==> src/rtl/or_nor_pkg.sv <==
// Shared FSM encoding and select-value constants for the OR/NOR select decoder.
package or_nor_pkg;

  typedef enum logic [1:0] {
    StIdle    = 2'd0,
    StCollect = 2'd1,
    StPublish = 2'd2
  } state_e;

  localparam logic SEL_OR  = 1'b0;
  localparam logic SEL_NOR = 1'b1;

endpackage

==> src/rtl/or_nor_select_infer.sv <==
// Infers the select of an OR/NOR selectable unit from one observed sample:
// the observed output differs from a|b exactly when the unit is in NOR mode.
module or_nor_select_infer (
  input  logic a,
  input  logic b,
  input  logic out_obs,
  output logic s
);

  assign s = out_obs ^ (a | b);

endmodule

==> src/rtl/or_nor_select_decoder.sv <==
// Recovers the OR/NOR select of an observed unit by majority over a window of samples.
// Optional mismatch_cnt output is compiled in with OR_NOR_MISMATCH_CNT_EN.
module or_nor_select_decoder
  import or_nor_pkg::*;
#(
  parameter int unsigned WINDOW = 8,
  parameter int unsigned CNT_W  = 4
) (
  input  logic             clk,
  input  logic             rst_n,
  input  logic             start,
  input  logic             in_valid,
  output logic             in_ready,
  input  logic             a,
  input  logic             b,
  input  logic             out_obs,
  output logic             busy,
  output logic             done,
  output logic             sel_decided,
  output logic             consistent,
`ifdef OR_NOR_MISMATCH_CNT_EN
  output logic [CNT_W-1:0] mismatch_cnt,
`endif
  output logic [CNT_W-1:0] ones_cnt
);

  state_e           state_q;
  logic [CNT_W-1:0] sample_q;
  logic [CNT_W-1:0] ones_q;
  logic             ref_q;
  logic             flag_q;

  logic             s;
  logic             first;
  logic             last;
  logic             hit;
  logic             flag_next;
  logic [CNT_W-1:0] ones_next;
  logic [CNT_W:0]   twice_ones;
  logic             sel_next;

  or_nor_select_infer u_infer (
    .a       (a),
    .b       (b),
    .out_obs (out_obs),
    .s       (s)
  );

  always_comb begin
    first      = (sample_q == '0);
    last       = (sample_q == CNT_W'(WINDOW - 1));
    hit        = !first && (s != ref_q);
    flag_next  = flag_q & ~hit;
    ones_next  = ones_q + CNT_W'(s);
    twice_ones = {ones_next, 1'b0};
    // Strict majority; a tie resolves to OR.
    sel_next   = (twice_ones > (CNT_W + 1)'(WINDOW)) ? SEL_NOR : SEL_OR;
  end

  assign in_ready = (state_q == StCollect);
  assign busy     = (state_q != StIdle);

`ifdef OR_NOR_MISMATCH_CNT_EN
  logic [CNT_W-1:0] mism_q;
  logic [CNT_W-1:0] mism_next;
  assign mism_next = mism_q + CNT_W'(hit);
`endif

  always_ff @(posedge clk or negedge rst_n) begin
    if (!rst_n) begin
      state_q      <= StIdle;
      sample_q     <= '0;
      ones_q       <= '0;
      ref_q        <= 1'b0;
      flag_q       <= 1'b0;
      done         <= 1'b0;
      sel_decided  <= 1'b0;
      consistent   <= 1'b0;
      ones_cnt     <= '0;
`ifdef OR_NOR_MISMATCH_CNT_EN
      mism_q       <= '0;
      mismatch_cnt <= '0;
`endif
    end else begin
      case (state_q)
        StIdle: begin
          done <= 1'b0;
          if (start) begin
            state_q  <= StCollect;
            sample_q <= '0;
            ones_q   <= '0;
            ref_q    <= 1'b0;
            flag_q   <= 1'b1;
`ifdef OR_NOR_MISMATCH_CNT_EN
            mism_q   <= '0;
`endif
          end
        end
        StCollect: begin
          if (in_valid) begin
            sample_q <= sample_q + 1'b1;
            ones_q   <= ones_next;
            flag_q   <= flag_next;
            if (first) begin
              ref_q <= s;
            end
`ifdef OR_NOR_MISMATCH_CNT_EN
            mism_q <= mism_next;
`endif
            // Publish registers load here so they are visible during the PUBLISH cycle.
            if (last) begin
              state_q     <= StPublish;
              done        <= 1'b1;
              sel_decided <= sel_next;
              consistent  <= flag_next;
              ones_cnt    <= ones_next;
`ifdef OR_NOR_MISMATCH_CNT_EN
              mismatch_cnt <= mism_next;
`endif
            end
          end
        end
        StPublish: begin
          done    <= 1'b0;
          state_q <= StIdle;
        end
        default: begin
          done    <= 1'b0;
          state_q <= StIdle;
        end
      endcase
    end
  end

endmodule
==> config.mk <==
export PLATFORM = sky130hd
export DESIGN_NAME = or_nor_select_decoder
export DESIGN_NICKNAME = d
export VERILOG_FILES = /design/src/rtl/or_nor_pkg.sv /design/src/rtl/or_nor_select_infer.sv /design/src/rtl/or_nor_select_decoder.sv
export SDC_FILE = /design/constraint.sdc
export NUM_CORES = 1
export LEC_CHECK = 0
export CORE_UTILIZATION = 46
export DETAILED_ROUTE_END_ITERATION = 7
export PLACE_DENSITY = 0.75
export SYNTH_ARGS = -nofsm -noshare
export SYNTH_HDL_FRONTEND = slang
export SYNTH_HIERARCHICAL = 1
export SYNTH_SLANG_ARGS = --single-unit
==> constraint.sdc <==
create_clock -name clk -period 1.68 [get_ports clk]
set_clock_uncertainty 0.2 [all_clocks]
set_input_delay 0.168 -clock clk [delete_from_list [all_inputs] [get_ports clk]]
set_output_delay 0.168 -clock clk [all_outputs]
set_load 0.05 [all_outputs]
## Word level (Yosys, flattened, before mapping)

Index checks and enable logic that the tools add are counted.

| storage, ports and cells | value |
|---|---|
| bits in writable memories | 0 |
| bits in read-only memories | 0 |
| latch bits | 0 |
| word-level logic and storage cells | 54 |
| output and inout bits | 9 |
| memories | 0 |
| bits in registers | 19 |

| operators by class | value |
|---|---|
| bitwise operators | 4 |
| reductions and logical operators | 11 |
| shifts and indexed selects | 0 |
| add/sub/neg operators | 2 |
| eq/ne operators | 7 |
| muxes and demuxes | 20 |
| divide/modulo/power cells | 0 |
| multipliers | 0 |
| $lt $le $gt $ge | 1 |

Operators with widths:

| kind | number |
|---|---|
| $pmux W4 S2 | 2 |
| $mux W4 | 3 |
| $mux W1 | 9 |
| $reduce_and A3 Y1 | 3 |
| $mux W2 | 3 |
| $ne A2 B2 Y1 const B | 3 |
| $gt A5 B4 Y1 const B | 1 |
| $add A4 B1 Y4 | 1 |
| $add A4 B1 Y4 const B | 1 |
| $eq A4 B3 Y1 const B | 1 |
| $logic_not A4 Y1 | 1 |
| $pmux W1 S2 | 2 |
| $pmux W2 S2 | 1 |
| $reduce_and A4 Y1 | 1 |
| $reduce_bool A2 Y1 | 2 |
| $eq A2 B1 Y1 const B | 1 |
| $logic_not A2 Y1 | 1 |
| $ne A2 B1 Y1 const B | 1 |
| $reduce_and A2 Y1 | 1 |
| $and A1 B1 Y1 | 1 |
| $logic_and A1 B1 Y1 | 1 |
| $logic_not A1 Y1 | 1 |
| $ne A1 B1 Y1 | 1 |
| $not A1 Y1 | 1 |
| other kinds (2) | 2 |

## Logic depth before layout (Yosys ltp)

Gate-level depths: netlist of run 1.

| depth | value |
|---|---|
| depth after elaboration | 8 |
| mapped depth | 7 |
| gate-level depth less buffers | 7 |

## Modules after synthesis

Netlist of run 1, hierarchy kept.

Modules (own cells, without submodules):

| module | cells an instance | sequential area each (µm²) | times used | area an instance (µm²) |
|---|---|---|---|---|
| or_nor_select_decoder | 90 | 475.5 | 1 | 970.9 |
| or_nor_select_infer | 2 | 0.0 | 1 | 15.0 |

## Worst setup path after synthesis of run 1

Ideal clock, no wire load.

| timing | value |
|---|---|
| path kind | register to register |
| start | register state_q[0] |
| end | register sample_q[0] |
| cell stages (with the launch flop) | 7 |
| setup time | 0.126 ns |
| path slack | -0.015 ns |
| clock period less this slack | 1.695 ns |
| arrival | 1.369 ns |
| buffers on the path | 2 |
| path through | dfrtp_1 buf_6 nand2b_1 clkbuf_1 inv_1 a21oi_1 a21oi_1 |

| on the way | value |
|---|---|
| longest elaborated chain between the ends | 3 |

Ends and longest elaborated chain:

| what | RTL line | text |
|---|---|---|
| from (decl) | or_nor_select_decoder.sv:27 | `state_e state_q;` |
| from (signal assigned) | or_nor_select_decoder.sv:71 | `state_q <= StIdle;` |
| from (signal assigned) | or_nor_select_decoder.sv:89 | `state_q <= StCollect;` |
| from (signal assigned) | or_nor_select_decoder.sv:112 | `state_q <= StPublish;` |
| $eq A2 B1 Y1 * | n/a |  |
| named net in_ready | or_nor_select_decoder.sv:13 | `output logic in_ready,` |
| $ne A2 B2 Y1 (no source line) or $reduce_bool A2 Y1 (tied branches) | n/a |  |
| $reduce_and A3 Y1 (no source line) | n/a |  |
| to (signal assigned) | or_nor_select_decoder.sv:101 | `sample_q <= sample_q + 1'b1;` |
| to (decl) | or_nor_select_decoder.sv:28 | `logic [CNT_W-1:0] sample_q;` |

Mark *: on every way through the listed nets, which the timed path passes. The rest lies on a longest branch.
A chain may end at the register's enable or synchronous reset.

## Worst setup path after layout of run 1

| timing | value |
|---|---|
| start | register sample_q[0] |
| end | register consistent |

| on the way | value |
|---|---|
| longest elaborated chain between the ends | 5 |

Ends and longest elaborated chain:

| what | RTL line | text |
|---|---|---|
| $logic_not A4 Y1 | or_nor_select_decoder.sv:50 | `first = (sample_q == '0);` |
| $logic_not A1 Y1 | or_nor_select_decoder.sv:52 | `hit = !first && (s != ref_q);` |
| $logic_and A1 B1 Y1 | or_nor_select_decoder.sv:52 |  |
| $not A1 Y1 | or_nor_select_decoder.sv:53 | `flag_next = flag_q & ~hit;` |
| $and A1 B1 Y1 | or_nor_select_decoder.sv:53 |  |
| to (signal assigned) | or_nor_select_decoder.sv:115 | `consistent <= flag_next;` |
| to (decl) | or_nor_select_decoder.sv:20 | `output logic consistent,` |

Several ways; a longest one is shown, not always the timed one.

==> results of run 1 <==
## cells in the mapped netlist
library cell and n:
xnor2_1 1, o31ai_1 4, inv_1 4, a31oi_1 1, nor2_4 1, buf_6 1, o311ai_0 1, nand4b_1 2
or3_1 1, a21oi_1 4, or2_1 1, clkbuf_1 1, dfrtp_1 19, a21bo_1 1, nor2_1 5, or2_2 1
nor2_2 1, or3b_2 1, ha_1 4, mux2_2 3, and3b_1 1, nand2_1 4, or3b_4 1, nand3_1 4
nand2b_1 2, and4b_2 1, o21ai_0 13, nor3b_1 2, nand3b_1 1, bufbuf_8 1, xor2_1 3, mux2i_1 2
## layer usage
| metal | track usage | wire (µm) |
|---|---|---|
| met5 | 0 | 0 |
| met2 | 0.3227 | 1056 |
| met4 | 0.01667 | 16 |
| met3 | 0.02222 | 86 |
| met1 | 0.2693 | 954 |
## how the worst max path moves through the flow
| stage | start | end | cells after the start | slack (ps) |
|---|---|---|---|---|
| 5_1_grt | sample_q[0]$_DFFE_PN0P_ | consistent$_DFFE_PN0P_ | 5 | -110 |
| 4_1_cts | sample_q[0]$_DFFE_PN0P_ | consistent$_DFFE_PN0P_ | 5 | -8 |
| 6_report | sample_q[0]$_DFFE_PN0P_ | consistent$_DFFE_PN0P_ | 5 | -8 |
| 3_3_place_gp | b | sel_decided$_DFFE_PN0P_ | 8 | -440 |
| 3_5_place_dp | b | sel_decided$_DFFE_PN0P_ | 8 | -470 |
| 2_1_floorplan | state_q[0]$_DFFE_PN0P_ | sample_q[0]$_DFFE_PN0P_ | 6 | 50 |
## report_power, final
| part | internal (mW) | leakage (nW) | switching [mW] |
|---|---|---|---|
| Combinational | 0.532 | 0.387 | 0.680 |
| Clock | 0.0921 | 0.0150 | 0.135 |
| Sequential | 0.624 | 0.244 | 0.160 |
## registers in the layout, indices dropped and copies added, names as in the netlist
name,flops
ones_cnt,4
sample_q,4
ones_q,4
state_q,2
sel_decided,1
done,1
flag_q,1
ref_q,1
consistent,1
## repair_timing
action                                  in CTS  in global routing
pin swaps                                    6                  5
buffers inserted                             3                  1
hold endpoints to repair                     9                  0
endpoints found under the setup margin       9                 12
gates resized for setup                      8                 11
gates cloned                                 0                  0
hold buffers                                 1                  0
## cells by family (layout without fill, tap and decap cells)
group	count (synthesis)	count (layout)	share of synthesized area
mux	5	5	0.05457
fa+ha+maj	4	4	0.05076
compound gates	24	24	0.1421
flops	19	19	0.4822
xor+xnor	4	4	0.03554
simple gates	29	29	0.1853
buf+inv	7	39	0.04949
## final cells by class
type / count / area [µm²]
Tap cell: 27 / 33.78
Clock buffer: 4 / 26.28
Multi-Input combinational cell: 66 / 525.5
Sequential cell: 19 / 476.7
Timing Repair Buffer: 31 / 265.3
Inverter: 4 / 18.77
Fill cell: 147 / 635.6
## worst max-delay path, delay by kind of cell (launching register included)
family	cells	cell delay [ps]
DFF	1	440
and+or+nand+nor	1	400
AOI/OAI and AO/OA	2	360
adders and majority gates	1	130
buffers and inverters	1	80
==> summary.md, run 1 <==
| Metric | Value |
|---|---|
| Final setup margin | -8.155 ps |
| RR Endpoint | consistent$_DFFE_PN0P_ |
| Fin crit period | 1688 ps |
| Number of vias per cell | 5.391 |
| Setup CP Type | flip-flop to flip-flop |
| Die height | 48.30 µm |
| HP Start | out_obs |
| RSZ-0062 raised after global routing | true |
| Post-synth top area share | 0.4822 |
| WHS Endpoint | ref_q$_DFFE_PN0P_ |
| R2R Path Start | sample_q[0]$_DFFE_PN0P_ |
| Type of origin of the critical path | flip-flop |
| Max Cap Viol | 0 |
| Num CTS Buffers | 3 |
| Sum Neg Setup Slack | -16.56 ps |
| Diodes inserted | 0 |
| Flops & latches, synth | 19 |
| Crit-path cells | inv_1 -> ha_1 -> or3b_4 -> a21bo_1 -> o31ai_2 |
| Depth of the most critical reg-to-reg path | 5 |
| Hold crit path type | input port to flip-flop |
| Final hold violation count | 0 |
| Clock Pin Slew Worst Setup and Hold Paths | 110 ps |
| Syn nets | 103 |
| Core Util, Final | 0.6793 |
| Port Buffers | 15 |
| Worst vdd ir | 0.001098 V |
| CORE AREA | 1982 µm² |
| Synth Instances | 92 |
| Synth Warn # | 6 |
| Post-detailed-route wirelength per cell | 14.00 µm |
| Root Driver | clkbuf_4 |
| Status | finished, violations left |
| Worst Path Arrival | 1700 ps |
| Total number of vias | 814 |
| Final Cycle Share | 1.005 |
| Avg Cell Area, Syn | 10.72 µm² |
| Finished Layout Cells | 151 |
| Setup WS pre-CTS | -473.2 ps |
| Synth area leader | dfrtp_1 |
| Global-route usage over all layers | 0.1896 |
| Die footprint | 2332 µm² |
| Initial DRC Count | 21 |
| Critical path's slowest cell | dfrtp_1 |
| Rows | 16 |
| Routability congestion estimate from global placement | 0.7667 |
| TritonRoute pass-1 iters | 4 |
| Number of instances in the placed design | 142 |
| Overall Power | 2.223 mW |
| Largest net degree at the start of global routing | 20 |
| Residual DRC | 0 |
| Routed Wire Length | 2114 µm |
| Slew @ Worst Pin | 252.4 ps |
| CP max stage delay | 440 ps |
| Vias in the first global route | 703 |
| Fin. max-slew vios | 0 |
| Mapped Area | 985.9 µm² |
| Overflow left after global routing | 0 |
| DP Wirelength | 1511 µm |
| Synth-to-Final Area Change | 36.55% |
| Failing checks | setup timing |
| Seq/Total Area, Yosys | 0.4822 |
| CTS Buffer Depth | 2 |
| Final count of negative-setup-slack endpoints | 3 |
| Pleak | 0.6454 nW |
| Clock sink total | 19 |
| Number of library cell types mapped by synthesis | 32 |
| Post-route cell area | 1346 µm² |
| Most frequent cells in the layout | buf_4, dfrtp_1, o21ai_0 |
| Initial antenna violation count | 0 |
| CTS H-tree depth | 1 |
| First-pass GRT wire length | 3098 µm |
| Hold path depth | 5 |
| R2r setup slk | -8 ps |
| Largest cells by area after synthesis | dfrtp_1, o21ai_0, ha_1, mux2_2, o31ai_1 |
| Endpoint type of the worst setup path | flip-flop |
| Die Span X | 48.30 µm |
| Most common cell after layout, fill and taps aside | buf_4 |
| PwrDens | 1651 nW/µm² |
| WHS | 183.1 ps |
| Share of cells above drive strength 1 | 0.3871 |
| CTS tree | done |
| Clk_lat worst skew | 280 ps |
| WP data required | 1690 ps |
| Initial core utilization | 0.4975 |
| Total Nets Final | 136 |
| Crit path max fanout | 4 |
| Fmax | 0.5924 GHz |
| DRT antenna net count | 0 |
| Slew margin rel. | 0.8269 |
| Placed cell areas | 1200 µm² |
| IO Pins | 16 |
(Power assumes the default switching activity.)
==> run 2: changes to the inputs <==
--- a/config.mk
+++ b/config.mk
@@ -6,6 +6,7 @@
 export NUM_CORES = 1
 export LEC_CHECK = 0
 export CORE_UTILIZATION = 46
+export CTS_CLUSTER_SIZE = 8
 export DETAILED_ROUTE_END_ITERATION = 7
 export PLACE_DENSITY = 0.75
 export SYNTH_ARGS = -nofsm -noshare
==> results of run 2 <==
No change in the layout: final DEF, timing and power equal those of run 1.
==> run 3: changes to the inputs <==
--- a/config.mk
+++ b/config.mk
@@ -6,6 +6,7 @@
 export NUM_CORES = 1
 export LEC_CHECK = 0
 export CORE_UTILIZATION = 46
+export CTS_CLUSTER_DIAMETER = 120
 export CTS_CLUSTER_SIZE = 8
 export DETAILED_ROUTE_END_ITERATION = 7
 export PLACE_DENSITY = 0.75
==> results of run 3 <==
No change in the layout: final DEF, timing and power equal those of run 1.
